## src/rtl/reg_cmd_decoder_pkg.sv

```systemverilog
// reg_cmd_pkg: shared types and constants for the byte-stream register
// command decoder.
//   state_t      : decoder FSM states
//   ERR_BYTE     : single-byte response for illegal commands and read timeouts
//   CMD_WR_BIT   : command byte bit that selects write (1) or read (0)
//   bytes_for()  : number of whole bytes needed to carry a data word
//   cmd_legal()  : reserved-bit and address-range check on a command byte
package reg_cmd_pkg;

  typedef enum logic [2:0] {
    IDLE,
    GET_DATA,
    WRITE,
    READ_REQ,
    READ_WAIT,
    SEND
  } state_t;

  localparam logic [7:0] ERR_BYTE   = 8'hEE;
  localparam int         CMD_WR_BIT = 7;

  function automatic int bytes_for(input int width);
    return (width + 7) / 8;
  endfunction

  // Bits [6:aw] are reserved and must be zero; the address field must also
  // fall inside the register file when depth is not a power of two.
  function automatic logic cmd_legal(input logic [7:0] cmd, input int aw,
                                     input int depth);
    int field;
    int addr;
    field = int'({25'd0, cmd[6:0]});
    addr  = field & ((1 << aw) - 1);
    return ((field >> aw) == 0) && (addr < depth);
  endfunction

endpackage

```

## src/rtl/reg_cmd_decoder_if.sv

```systemverilog
// reg_cmd_decoder_if: byte links and register-block bus of the command
// decoder, grouped in one bundle.
//   rx stream  : i_rx_data / i_rx_valid / o_rx_ready   (host -> decoder)
//   tx stream  : o_tx_data / o_tx_valid / i_tx_ready   (decoder -> host)
//   write bus  : o_w_en / o_w_addr / o_w_value          (decoder -> registers)
//   read bus   : o_r_en / o_r_addr, i_r_value / i_r_valid
// Signal names keep the decoder's point of view (i_ = into the decoder).
// modport slave  : the decoder itself
// modport master : the surrounding environment (host link + register block)
interface reg_cmd_decoder_if #(
  parameter int WIDTH = 16,
  parameter int DEPTH = 32
);
  localparam int AW = (DEPTH > 1) ? $clog2(DEPTH) : 1;

  logic [7:0]       i_rx_data;
  logic             i_rx_valid;
  logic             o_rx_ready;
  logic [7:0]       o_tx_data;
  logic             o_tx_valid;
  logic             i_tx_ready;
  logic             o_w_en;
  logic [AW-1:0]    o_w_addr;
  logic [WIDTH-1:0] o_w_value;
  logic             o_r_en;
  logic [AW-1:0]    o_r_addr;
  logic [WIDTH-1:0] i_r_value;
  logic             i_r_valid;

  modport slave (
    input  i_rx_data, i_rx_valid, i_tx_ready, i_r_value, i_r_valid,
    output o_rx_ready, o_tx_data, o_tx_valid,
           o_w_en, o_w_addr, o_w_value, o_r_en, o_r_addr
  );

  modport master (
    output i_rx_data, i_rx_valid, i_tx_ready, i_r_value, i_r_valid,
    input  o_rx_ready, o_tx_data, o_tx_valid,
           o_w_en, o_w_addr, o_w_value, o_r_en, o_r_addr
  );

endinterface

```

## src/rtl/reg_cmd_decoder_serializer.sv

```systemverilog
// reg_resp_serializer: response byte serializer for the command decoder.
// Loads up to BYTES bytes (first byte in the top byte lane) plus a byte
// count, then presents them one at a time on a valid/ready stream.
//   clk, reset_n : clock, asynchronous active-low reset
//   i_load       : load i_data / i_count (only while idle)
//   i_data       : response bytes, first byte in bits [PW-1 -: 8]
//   i_count      : number of bytes to send (1..BYTES)
//   o_tx_data    : current byte, held until accepted
//   o_tx_valid   : o_tx_data valid
//   i_tx_ready   : sink accepts the byte
//   o_done       : high in the cycle the last byte is accepted
module reg_resp_serializer #(
  parameter int BYTES = 2,
  localparam int PW = BYTES * 8,
  localparam int CW = $clog2(BYTES + 1)
) (
  input  logic          clk,
  input  logic          reset_n,
  input  logic          i_load,
  input  logic [PW-1:0] i_data,
  input  logic [CW-1:0] i_count,
  output logic [7:0]    o_tx_data,
  output logic          o_tx_valid,
  input  logic          i_tx_ready,
  output logic          o_done
);

  logic [PW-1:0] sr;
  logic [CW-1:0] left;
  logic          valid;
  logic          fire;
  logic          last;

  assign fire       = valid && i_tx_ready;
  assign last       = (left == CW'(1));
  assign o_done     = fire && last;
  assign o_tx_data  = sr[PW-1 -: 8];
  assign o_tx_valid = valid;

  always_ff @(posedge clk or negedge reset_n) begin
    if (!reset_n) begin
      sr    <= '0;
      left  <= '0;
      valid <= 1'b0;
    end else if (i_load) begin
      sr    <= i_data;
      left  <= i_count;
      valid <= (i_count != '0);
    end else if (fire) begin
      left <= left - CW'(1);
      // The last byte is left in place so o_tx_data does not change as
      // valid falls.
      if (last) begin
        valid <= 1'b0;
      end else begin
        sr <= sr << 8;
      end
    end
  end

endmodule

```

## src/rtl/reg_cmd_decoder.sv

```systemverilog
// reg_cmd_decoder: parses command bytes from a host byte link into
// single-cycle register write/read strobes and returns response bytes.
// One transaction in flight at a time.
//   clk, reset_n : clock, asynchronous active-low reset
//   bus          : rx/tx byte streams and register-block bus (slave view)
//   o_busy       : high whenever the FSM is not in IDLE
//   o_cmd_err    : one-cycle pulse when an 8'hEE response is queued
//
// state     | meaning
// ----------+-----------------------------------------------------------
// IDLE      | waiting for a command byte
// GET_DATA  | collecting BYTES write-data bytes, MSB first
// WRITE     | o_w_en high for one cycle
// READ_REQ  | o_r_en high for one cycle
// READ_WAIT | waiting for i_r_valid, bounded by TIMEOUT cycles
// SEND      | serializer draining the response bytes
module reg_cmd_decoder
  import reg_cmd_pkg::*;
#(
  parameter int WIDTH   = 16,
  parameter int DEPTH   = 32,
  parameter int TIMEOUT = 15
) (
  input  logic                clk,
  input  logic                reset_n,
  reg_cmd_decoder_if.slave    bus,
  output logic                o_busy,
  output logic                o_cmd_err
);

  localparam int BYTES = bytes_for(WIDTH);
  localparam int PW    = BYTES * 8;
  localparam int AW    = (DEPTH > 1) ? $clog2(DEPTH) : 1;
  localparam int BW    = (BYTES > 1) ? $clog2(BYTES) : 1;
  localparam int TW    = (TIMEOUT > 1) ? $clog2(TIMEOUT + 1) : 1;
  localparam int CW    = $clog2(BYTES + 1);

  state_t           state;
  logic [7:0]       cmd_q;
  logic [PW-1:0]    data_sr;
  logic [BW-1:0]    byte_cnt;
  logic [TW-1:0]    tmo_cnt;
  logic             w_en;
  logic [AW-1:0]    w_addr;
  logic [WIDTH-1:0] w_value;
  logic             r_en;
  logic [AW-1:0]    r_addr;
  logic             cmd_err;

  logic             rx_ready;
  logic             rx_fire;
  logic             cmd_ok;
  logic [PW-1:0]    sr_next;
  logic             ld;
  logic [PW-1:0]    ld_data;
  logic [CW-1:0]    ld_cnt;
  logic             ser_done;

  assign rx_ready = (state == IDLE) || (state == GET_DATA);
  assign rx_fire  = bus.i_rx_valid && rx_ready;
  assign cmd_ok   = cmd_legal(bus.i_rx_data, AW, DEPTH);
  assign sr_next  = (data_sr << 8) | PW'(bus.i_rx_data);

  assign bus.o_rx_ready = rx_ready;
  assign bus.o_w_en     = w_en;
  assign bus.o_w_addr   = w_addr;
  assign bus.o_w_value  = w_value;
  assign bus.o_r_en     = r_en;
  assign bus.o_r_addr   = r_addr;
  assign o_busy         = (state != IDLE);
  assign o_cmd_err      = cmd_err;

  // Serializer loads are combinational so the response is valid on the
  // cycle after the deciding event (illegal command, write strobe, read
  // data or timeout).
  always_comb begin
    ld      = 1'b0;
    ld_data = '0;
    ld_cnt  = '0;
    case (state)
      IDLE: begin
        if (rx_fire && !cmd_ok) begin
          ld      = 1'b1;
          ld_data = PW'(ERR_BYTE) << (PW - 8);
          ld_cnt  = CW'(1);
        end
      end
      WRITE: begin
        ld      = 1'b1;
        ld_data = PW'(cmd_q) << (PW - 8);
        ld_cnt  = CW'(1);
      end
      READ_WAIT: begin
        if (bus.i_r_valid) begin
          ld      = 1'b1;
          ld_data = PW'(bus.i_r_value);
          ld_cnt  = CW'(BYTES);
        end else if (tmo_cnt == '0) begin
          ld      = 1'b1;
          ld_data = PW'(ERR_BYTE) << (PW - 8);
          ld_cnt  = CW'(1);
        end
      end
      default: ;
    endcase
  end

  always_ff @(posedge clk or negedge reset_n) begin
    if (!reset_n) begin
      state    <= IDLE;
      cmd_q    <= '0;
      data_sr  <= '0;
      byte_cnt <= '0;
      tmo_cnt  <= '0;
      w_en     <= 1'b0;
      w_addr   <= '0;
      w_value  <= '0;
      r_en     <= 1'b0;
      r_addr   <= '0;
      cmd_err  <= 1'b0;
    end else begin
      w_en    <= 1'b0;
      r_en    <= 1'b0;
      cmd_err <= 1'b0;
      case (state)
        IDLE: begin
          if (rx_fire) begin
            cmd_q <= bus.i_rx_data;
            if (!cmd_ok) begin
              // Any data bytes of an illegal write are left on the link
              // and get decoded as fresh commands.
              cmd_err <= 1'b1;
              state   <= SEND;
            end else if (bus.i_rx_data[CMD_WR_BIT]) begin
              byte_cnt <= '0;
              state    <= GET_DATA;
            end else begin
              r_en   <= 1'b1;
              r_addr <= bus.i_rx_data[AW-1:0];
              state  <= READ_REQ;
            end
          end
        end
        GET_DATA: begin
          if (rx_fire) begin
            data_sr <= sr_next;
            if (byte_cnt == BW'(BYTES - 1)) begin
              w_en    <= 1'b1;
              w_addr  <= cmd_q[AW-1:0];
              w_value <= sr_next[WIDTH-1:0];
              state   <= WRITE;
            end else begin
              byte_cnt <= byte_cnt + BW'(1);
            end
          end
        end
        WRITE: begin
          state <= SEND;
        end
        READ_REQ: begin
          // Terminal count is reached on the TIMEOUT-th READ_WAIT cycle.
          tmo_cnt <= TW'(TIMEOUT - 1);
          state   <= READ_WAIT;
        end
        READ_WAIT: begin
          if (bus.i_r_valid) begin
            state <= SEND;
          end else if (tmo_cnt == '0) begin
            cmd_err <= 1'b1;
            state   <= SEND;
          end else begin
            tmo_cnt <= tmo_cnt - TW'(1);
          end
        end
        SEND: begin
          if (ser_done) begin
            state <= IDLE;
          end
        end
        default: state <= IDLE;
      endcase
    end
  end

  reg_resp_serializer #(
    .BYTES (BYTES)
  ) u_ser (
    .clk        (clk),
    .reset_n    (reset_n),
    .i_load     (ld),
    .i_data     (ld_data),
    .i_count    (ld_cnt),
    .o_tx_data  (bus.o_tx_data),
    .o_tx_valid (bus.o_tx_valid),
    .i_tx_ready (bus.i_tx_ready),
    .o_done     (ser_done)
  );

endmodule

```

## src/flat_wrapper.sv

```systemverilog
// flat-port wrapper written by rule: the top's interface ports become plain ports
module reg_cmd_decoder_flat import reg_cmd_pkg::*;
#(
  parameter int WIDTH   = 16,
  parameter int DEPTH   = 32,
  parameter int TIMEOUT = 15
)
  (clk, reset_n, o_busy, o_cmd_err, bus_i_rx_data, bus_i_rx_valid, bus_i_tx_ready, bus_i_r_value, bus_i_r_valid, bus_o_rx_ready, bus_o_tx_data, bus_o_tx_valid, bus_o_w_en, bus_o_w_addr, bus_o_w_value, bus_o_r_en, bus_o_r_addr);
  reg_cmd_decoder_if #(.WIDTH(WIDTH), .DEPTH(DEPTH)) bus_i ();
  input  logic clk;
  input  logic reset_n;
  output logic o_busy;
  output logic o_cmd_err;
  input wire logic [$bits(bus_i.i_rx_data)-1:0] bus_i_rx_data;
  input wire logic [$bits(bus_i.i_rx_valid)-1:0] bus_i_rx_valid;
  input wire logic [$bits(bus_i.i_tx_ready)-1:0] bus_i_tx_ready;
  input wire logic [$bits(bus_i.i_r_value)-1:0] bus_i_r_value;
  input wire logic [$bits(bus_i.i_r_valid)-1:0] bus_i_r_valid;
  output wire logic [$bits(bus_i.o_rx_ready)-1:0] bus_o_rx_ready;
  output wire logic [$bits(bus_i.o_tx_data)-1:0] bus_o_tx_data;
  output wire logic [$bits(bus_i.o_tx_valid)-1:0] bus_o_tx_valid;
  output wire logic [$bits(bus_i.o_w_en)-1:0] bus_o_w_en;
  output wire logic [$bits(bus_i.o_w_addr)-1:0] bus_o_w_addr;
  output wire logic [$bits(bus_i.o_w_value)-1:0] bus_o_w_value;
  output wire logic [$bits(bus_i.o_r_en)-1:0] bus_o_r_en;
  output wire logic [$bits(bus_i.o_r_addr)-1:0] bus_o_r_addr;
  assign bus_i.i_rx_data = bus_i_rx_data;
  assign bus_i.i_rx_valid = bus_i_rx_valid;
  assign bus_i.i_tx_ready = bus_i_tx_ready;
  assign bus_i.i_r_value = bus_i_r_value;
  assign bus_i.i_r_valid = bus_i_r_valid;
  assign bus_o_rx_ready = bus_i.o_rx_ready;
  assign bus_o_tx_data = bus_i.o_tx_data;
  assign bus_o_tx_valid = bus_i.o_tx_valid;
  assign bus_o_w_en = bus_i.o_w_en;
  assign bus_o_w_addr = bus_i.o_w_addr;
  assign bus_o_w_value = bus_i.o_w_value;
  assign bus_o_r_en = bus_i.o_r_en;
  assign bus_o_r_addr = bus_i.o_r_addr;
  reg_cmd_decoder #(.WIDTH(WIDTH), .DEPTH(DEPTH), .TIMEOUT(TIMEOUT)) u_core (.clk(clk), .reset_n(reset_n), .bus(bus_i), .o_busy(o_busy), .o_cmd_err(o_cmd_err));
endmodule
```

## config.mk

```make
export PLATFORM = sky130hd
export DESIGN_NAME = reg_cmd_decoder_flat
export DESIGN_NICKNAME = d
export VERILOG_FILES = /design/src/rtl/reg_cmd_decoder_pkg.sv /design/src/rtl/reg_cmd_decoder_if.sv /design/src/rtl/reg_cmd_decoder_serializer.sv /design/src/rtl/reg_cmd_decoder.sv /design/src/flat_wrapper.sv
export SDC_FILE = /design/constraint.sdc
export NUM_CORES = 1
export LEC_CHECK = 0
export BUFFER_PORTS_ARGS = -buffer_cell sky130_fd_sc_hd__clkbuf_2
export CAP_MARGIN = 10
export CORE_MARGIN = 2
export CORE_UTILIZATION = 54
export DETAILED_ROUTE_END_ITERATION = 10
export PLACE_DENSITY = 0.91
export SETUP_SLACK_MARGIN = 0.1
export SLEW_MARGIN = 20
export SYNTH_ARGS = -nofsm -noshare
export SYNTH_HDL_FRONTEND = slang
export SYNTH_SLANG_ARGS = --single-unit
```

## constraint.sdc

```tcl
create_clock -name clk -period 2.45 [get_ports clk]
set_input_delay 0.49 -clock clk [delete_from_list [all_inputs] [get_ports clk]]
set_output_delay 0.49 -clock clk [all_outputs]
set_load 0.05 [all_outputs]
```

==> results.md, run 1 <==
* Status: finished clean
* Worst-path clk slew at 0.07 ns
* Final Setup Violations at 0
* RR Startpoint: u_core.tmo_cnt[0]$_DFFE_PN0P_
* Vias in the first global route at 2372
* DRT iter0 DRCs at 154
* Clk buf depth at 2
* Setup Skew at 0.0110 ns
* Initial core utilization at 55.4%
* Period minus WS final at between 2 and 2.5 ns
* Num ports at 69
* Layout cells sized above 1 at 43.2%
* # placed instances at 395
* Setup TNS Final at 0 ns
* Die height at ~82 um
* Max-Cap Viols at 0
* Final WL at 6950 um
* Post-CTS setup buffers at 0
* Drt pass-1 iters at 4
* Syn_nets at 299
* Routed vias at 2305
* Post-DRT Antenna Nets at 0
* Resized Gates After CTS at 0
* Reg2Reg Capture Point: u_core.u_ser.sr[11]$_DFFE_PN0P_
* Slew Viols, Final at 0
* Worst r2r path cells at 6
* Pin count of the biggest net entering global routing at 43
* Area share of the largest cell type after synthesis at 55.3%
* Nets at 363
* Post-DP HPWL at 5070 um
* Port bufs at 68
* First-pass GRT wire length at 11200 um
* Mapped Area at 3260 um2
* Seq cells post-synth at between 70 and 80
* Post-synthesis sequential area ratio at 55.3%
* Distinct cells, synth at 44
* Headroom to the max-slew limit at 48.0%
* Top_reg_cell synth: dfrtp_1
* CTS buffer count at 9
* Root Buffer: clkbuf_8
* Placer Congestion at about 0.84
* Non-Filler Instances at between 400 and 500
* Crit start category: flip-flop
* Synth area leader: dfrtp_1
* # diodes at 0
* Area delta synth->final at 17.9%
* CP required at 1.96 ns
* CTS tree: done
* FP Rows at 28
* Critical Setup Path Class: flip-flop to output pin
* Hold Vio Cnt, Final at 0
* CTS sink cnt at 72
* Final Cycle Share at 85.9%
* RSZ-0062 raised after global routing: no
* Setup crit end kind: output pin
* Fmax at ~480 MHz
* Die Area at 6670 um2
* FILL cells at 460
* Wirelength per Cell at around 17 um
* Type of the worst min-delay path: input pin to async pin
* Static Leakage at 1.87 nW
* Core Util, Final at 65.3%
* GRT Total Usage at 22.5%
* Die X at 81.7 um
* R2r setup slk at 0.34 ns
* Yosys warns at 0
* Critical path fanouts, max at 10
* Core area at 5890 um2
* Critical Path AT at 1.62 ns
* Total power per unit cell area at 1580 nW/um2
* Mapped Cells at between 200 and 300
* Synth top area cells: dfrtp_1 (55%), mux2_2 (16%), nand2_1 (3.3%), a32o_1 (2.5%), a32oi_1 (2.1%)
* Initial antenna violation count at 0
* Drt drc at 0
* Asr flop ratio synth at 100%
* Post-synth EDFFs at 0
* Vias per cell at 5.61
* Synthesized area per cell at 12.2 um2
* Clk_lat worst skew at 0.35 ns
* Overflow after GRT at 0
* # hold bufs at CTS at 0
* H-tree depth at 3
* Peak supply drop at about 1100 uV
* Worst-Margin Slew at 0.778 ns
-- logic make-up after synthesis --
| kind of cell | synth area share, % |
|---|---|
| AND/OR/NAND/NOR | 9.87 |
| multiplexers | 17.2 |
| XOR/XNOR | 0.269 |
| adder cells (fa/ha/maj) | 1.15 |
| AO/OA/AOI/OAI | 11.0 |
| buffers and inverters | 5.26 |
| flip-flops | 55.3 |
-- critical path, cell delays in order, from the launching register on --
cell      delay [ns]
dfrtp_1         0.46
buf_4           0.20
or3_1           0.37
clkbuf_2        0.24
-- layout make-up --
type,instances,area [um2],area share [%]
repair buffers,78,428,11.1
multi-input cells,163,1290,33.5
clock buffers,12,155,4.04
well taps,75,93.8,2.44
clock inverters,4,52.6,1.37
flip-flops and latches,72,1800,46.9
inverters,7,26.3,0.684
-- per-stage QoR --
stage	instance area [um2]	power (W)	hold WS (ns)	setup WS, ns
2_1_floorplan	3260	0.00449	0.194	0.127
3_3_place_gp	3640	0.00500	0.379	0.244
3_5_place_dp	3640	0.00513	0.379	0.192
4_1_cts	3840	0.00611	0.00595	0.329
5_1_grt	3840	0.00641	0.00918	0.226
6_report	3840	0.00607	0.0125	0.345
-- power by group --
part | internal [W] | switching, W
Combinational | 0.00101 | 0.00199
Sequential | 0.00174 | 0.000379
Clock | 0.000528 | 0.000430
-- cells in the mapped netlist (2+ instances only) --
library cell	count
a32oi_1	8
a21oi_1	3
nor2_1	12
a311oi_1	2
inv_1	7
ha_1	3
o221ai_1	2
buf_6	2
mux2_2	47
o31ai_1	2
or2_2	2
a21o_1	2
and3_1	2
or3b_1	2
mux2i_1	3
buf_4	8
buf_1	4
clkbuf_1	6
buf_2	5
o32a_1	2
o21ai_0	7
dfrtp_1	72
nand2_1	29
nand3_1	3
and2_1	2
nor2b_1	2
o22ai_1	4
a32o_1	8
-- flip-flops by register name, indices dropped and copies added, names as in the netlist --
| register | cells |
|---|---|
| u_core.bus.o_r_addr | 5 |
| u_core.bus.o_r_en | 1 |
| u_core.bus.o_w_addr | 5 |
| u_core.bus.o_w_en | 1 |
| u_core.bus.o_w_value | 16 |
| u_core.byte_cnt | 1 |
| u_core.cmd_q | 8 |
| u_core.data_sr | 8 |
| u_core.o_cmd_err | 1 |
| u_core.state | 3 |
| u_core.tmo_cnt | 4 |
| u_core.u_ser.left | 2 |
| u_core.u_ser.o_tx_valid | 1 |
| u_core.u_ser.sr | 16 |
-- worst max-delay path by stage --
stage,from,end,slack [ns],cells past startpoint
after floorplan,u_core.state[2]$_DFFE_PN0P_,u_core.bus.o_w_addr[2]$_DFFE_PN0P_,0.13,7
after CTS,u_core.state[2]$_DFFE_PN0P_,o_busy,0.33,3
after global routing,u_core.tmo_cnt[0]$_DFFE_PN0P_,u_core.u_ser.sr[10]$_DFFE_PN0P_,0.23,6
after detailed placement,bus_i_rx_data[6],u_core.u_ser.sr[14]$_DFFE_PN0P_,0.19,5
after global placement,bus_i_rx_data[6],u_core.u_ser.sr[11]$_DFFE_PN0P_,0.24,5
final,u_core.state[2]$_DFFE_PN0P_,o_busy,0.34,3
-- per-layer routing --
layer | wire, um | global-route usage, % | up-vias | part of all wire, %
met5 | 0 | 0 | - | 0
met1 | 3030 | 28.3 | 1135 | 44
met2 | 3370 | 37.2 | 73 | 48
met4 | 106 | 9.50 | 0 | 1.5
li1 | - | - | 1086 | -
met3 | 442 | 5.38 | 11 | 6.4
-- layout by cell type (no fill, tap or decap), drive strengths merged, types with 4 or more instances in the layout --
master  instances
clkbuf         79
dfrtp          72
mux2           47
nand2          29
nor2           12
buf            11
a32o            8
a32oi           8
inv             7
o21ai           7
o22ai           4
Power figures use the tool's default switching activity.
==> inputs of run 2 (changes only) <==
--- a/config.mk
+++ b/config.mk
@@ -7,7 +7,6 @@
 export LEC_CHECK = 0
 export BUFFER_PORTS_ARGS = -buffer_cell sky130_fd_sc_hd__clkbuf_2
 export CAP_MARGIN = 10
-export CORE_MARGIN = 2
 export CORE_UTILIZATION = 54
 export DETAILED_ROUTE_END_ITERATION = 10
 export PLACE_DENSITY = 0.91
==> run 2 against run 1 <==
  * Combinational power is essentially flat
  * Cell count shrank 0.73%
  * Power down 0.97%
  * Via count increased by 1.6%
  * Sequential power is essentially flat
==> results.md, run 2 (synthesized netlist as in run 1, its figures left out) <==
* Type of the worst min-delay path: input pin to async pin
* DRT iter0 DRCs at 168 (+9.1%)
* Setup TNS Final at 0 ns (unchanged)
* Final WL at 6690 um (-3.8%)
* Final Setup Violations at 0 (unchanged)
* Vias in the first global route at 2269 (-4.3%)
* GRT Total Usage at 23.0% (+0.55 points)
* RSZ-0062 raised after global routing: no
* Status: finished clean
* Port bufs at 68 (unchanged)
* CP required at 1.96 ns (about the same)
* Worst-Margin Slew at 0.787 ns (+0.00929 ns)
* Clk buf depth at 2 (unchanged)
* Vias per cell at 5.74 (+2.4%)
* Multi-input combinational cell area at 1290 um2 (unchanged)
* FP Rows at 27 (-3.6%)
* Crit start category: flip-flop
* CTS buffer count at 9 (unchanged)
* # hold bufs at CTS at 0 (unchanged)
* Nets at 363 (unchanged)
* Slew Viols, Final at 0 (unchanged)
* Post-DRT Antenna Nets at 0 (unchanged)
* RR Startpoint: u_core.tmo_cnt[0]$_DFFE_PN0P_
* CTS tree: done
* H-tree depth at 3 (unchanged)
* Headroom to the max-slew limit at 47.3% (-0.62 points)
* First-pass GRT wire length at 10800 um (-3.1%)
* Max-Cap Viols at 0 (unchanged)
* Worst r2r path cells at 6 (unchanged)
* FF/Latch Area at 1800 um2 (unchanged)
* Post-DP HPWL at 4790 um (-5.6%)
* Critical Path AT at 1.69 ns (+0.07 ns)
* Period minus WS final at 2.18 ns (+0.0794 ns)
* Placer Congestion at 0.869 (+3.0%)
* Num ports at 69 (unchanged)
* Total power per unit cell area at 1570 nW/um2 (-0.29%)
* Routed vias at 2343 (+1.6%)
* Critical Setup Path Class: flip-flop to output pin
* CTS sink cnt at 72 (unchanged)
* Layout cells sized above 1 at 43.2% (unchanged)
* R2r setup slk at 0.30 ns (-0.04 ns)
* Commonest non-fill, non-tap cell in the layout: dfrtp_1
* Pin count of the biggest net entering global routing at 41 (-4.7%)
* Worst-path clk slew at 0.07 ns (about the same)
* # diodes at 0 (unchanged)
* Clk_lat worst skew at 0.34 ns (about the same)
* Core area at 5680 um2 (-3.6%)
* Resized Gates After CTS at 0 (unchanged)
* Die Area at 6350 um2 (-4.8%)
* Reg2Reg Capture Point: u_core.u_ser.sr[10]$_DFFE_PN0P_
* Non-Filler Instances at 408 (-0.73%)
* Die X at 79.7 um (-2.4%)
* Setup crit end kind: output pin
* Die height at 79.7 um (-2.4%)
* Overflow after GRT at 0 (unchanged)
* # placed instances at 392 (-0.76%)
* Final Cycle Share at 89.2% (+3.2 points)
* Area delta synth->final at 17.1%
* Drt pass-1 iters at 4 (unchanged)
* Static Leakage at 1.86 nW (-0.58%)
* Critical path fanouts, max at 14 (+4)
* FILL cells at 424 (-7.8%)
* Hold Vio Cnt, Final at 0 (unchanged)
* Fmax at 458 MHz (-3.6%)
* Post-CTS setup buffers at 0 (unchanged)
* Initial antenna violation count at 0 (unchanged)
* Peak supply drop at 947 uV (-13%)
* Commonest cells after routing, fill and taps aside: dfrtp_1 (72), clkbuf_2 (67), mux2_2 (47), nand2_1 (29), nor2_1 (12)
* Setup Skew at 0.00565 ns (-0.00536 ns)
* Core Util, Final at 67.3% (+2.0 points)
* Drt drc at 0 (unchanged)
* Wirelength per Cell at 16.4 um (-3.1%)
* Root Buffer: clkbuf_8
* Initial core utilization at 57.4% (+2.1 points)
## run 2: final cells by class
type,instances,share of cell area (%)
inverter,7,0.688
timing repair buffer,78,10.9
clock inverter,5,1.47
sequential,72,47.2
multi-input combinational,163,33.7
clock buffer,11,3.70
tap,72,2.36
## run 2: worst max-delay path: stages, from the launching register on
cell and delay (ns):
dfrtp_1 0.52, buf_4 0.25, or3_1 0.33, clkbuf_2 0.25
## run 2: how the worst max path moves through the flow
| stage | depth (start not counted) | from | end |
|---|---|---|---|
| after floorplan | 7 | u_core.state[2]$_DFFE_PN0P_ | u_core.bus.o_w_addr[2]$_DFFE_PN0P_ |
| after global placement | 5 | bus_i_rx_data[6] | u_core.u_ser.sr[13]$_DFFE_PN0P_ |
| after detailed placement | 5 | bus_i_rx_data[6] | u_core.u_ser.sr[10]$_DFFE_PN0P_ |
| after CTS | 3 | u_core.state[0]$_DFFE_PN0P_ | o_busy |
| after global routing | 3 | u_core.state[0]$_DFFE_PN0P_ | o_busy |
| final | 3 | u_core.state[0]$_DFFE_PN0P_ | o_busy |
## run 2: power breakdown
part           internal (W)  switching (W)  total, W
Sequential          0.00174       0.000375   0.00211
Combinational       0.00101        0.00196   0.00297
Clock              0.000496       0.000431  0.000928
## run 2: stage by stage
step	total power (W)	setup WS, ns	cell area, um2	hold WS (ns)
floorplan	0.00449	0.127	3260	0.194
global placement	0.00499	0.276	3620	0.462
detailed placement	0.00510	0.238	3620	0.473
CTS	0.00604	0.268	3820	0.184
global route	0.00635	0.208	3820	0.207
finish	0.00601	0.266	3820	0.176
## run 2: layer usage
layer	vias to the layer above	GRT usage [%]	wire length [um]
met4	0	11.3	137
li1	1082	-	-
met2	88	36.1	3160
met3	13	4.11	430
met5	-	0	0
met1	1160	30.8	2960
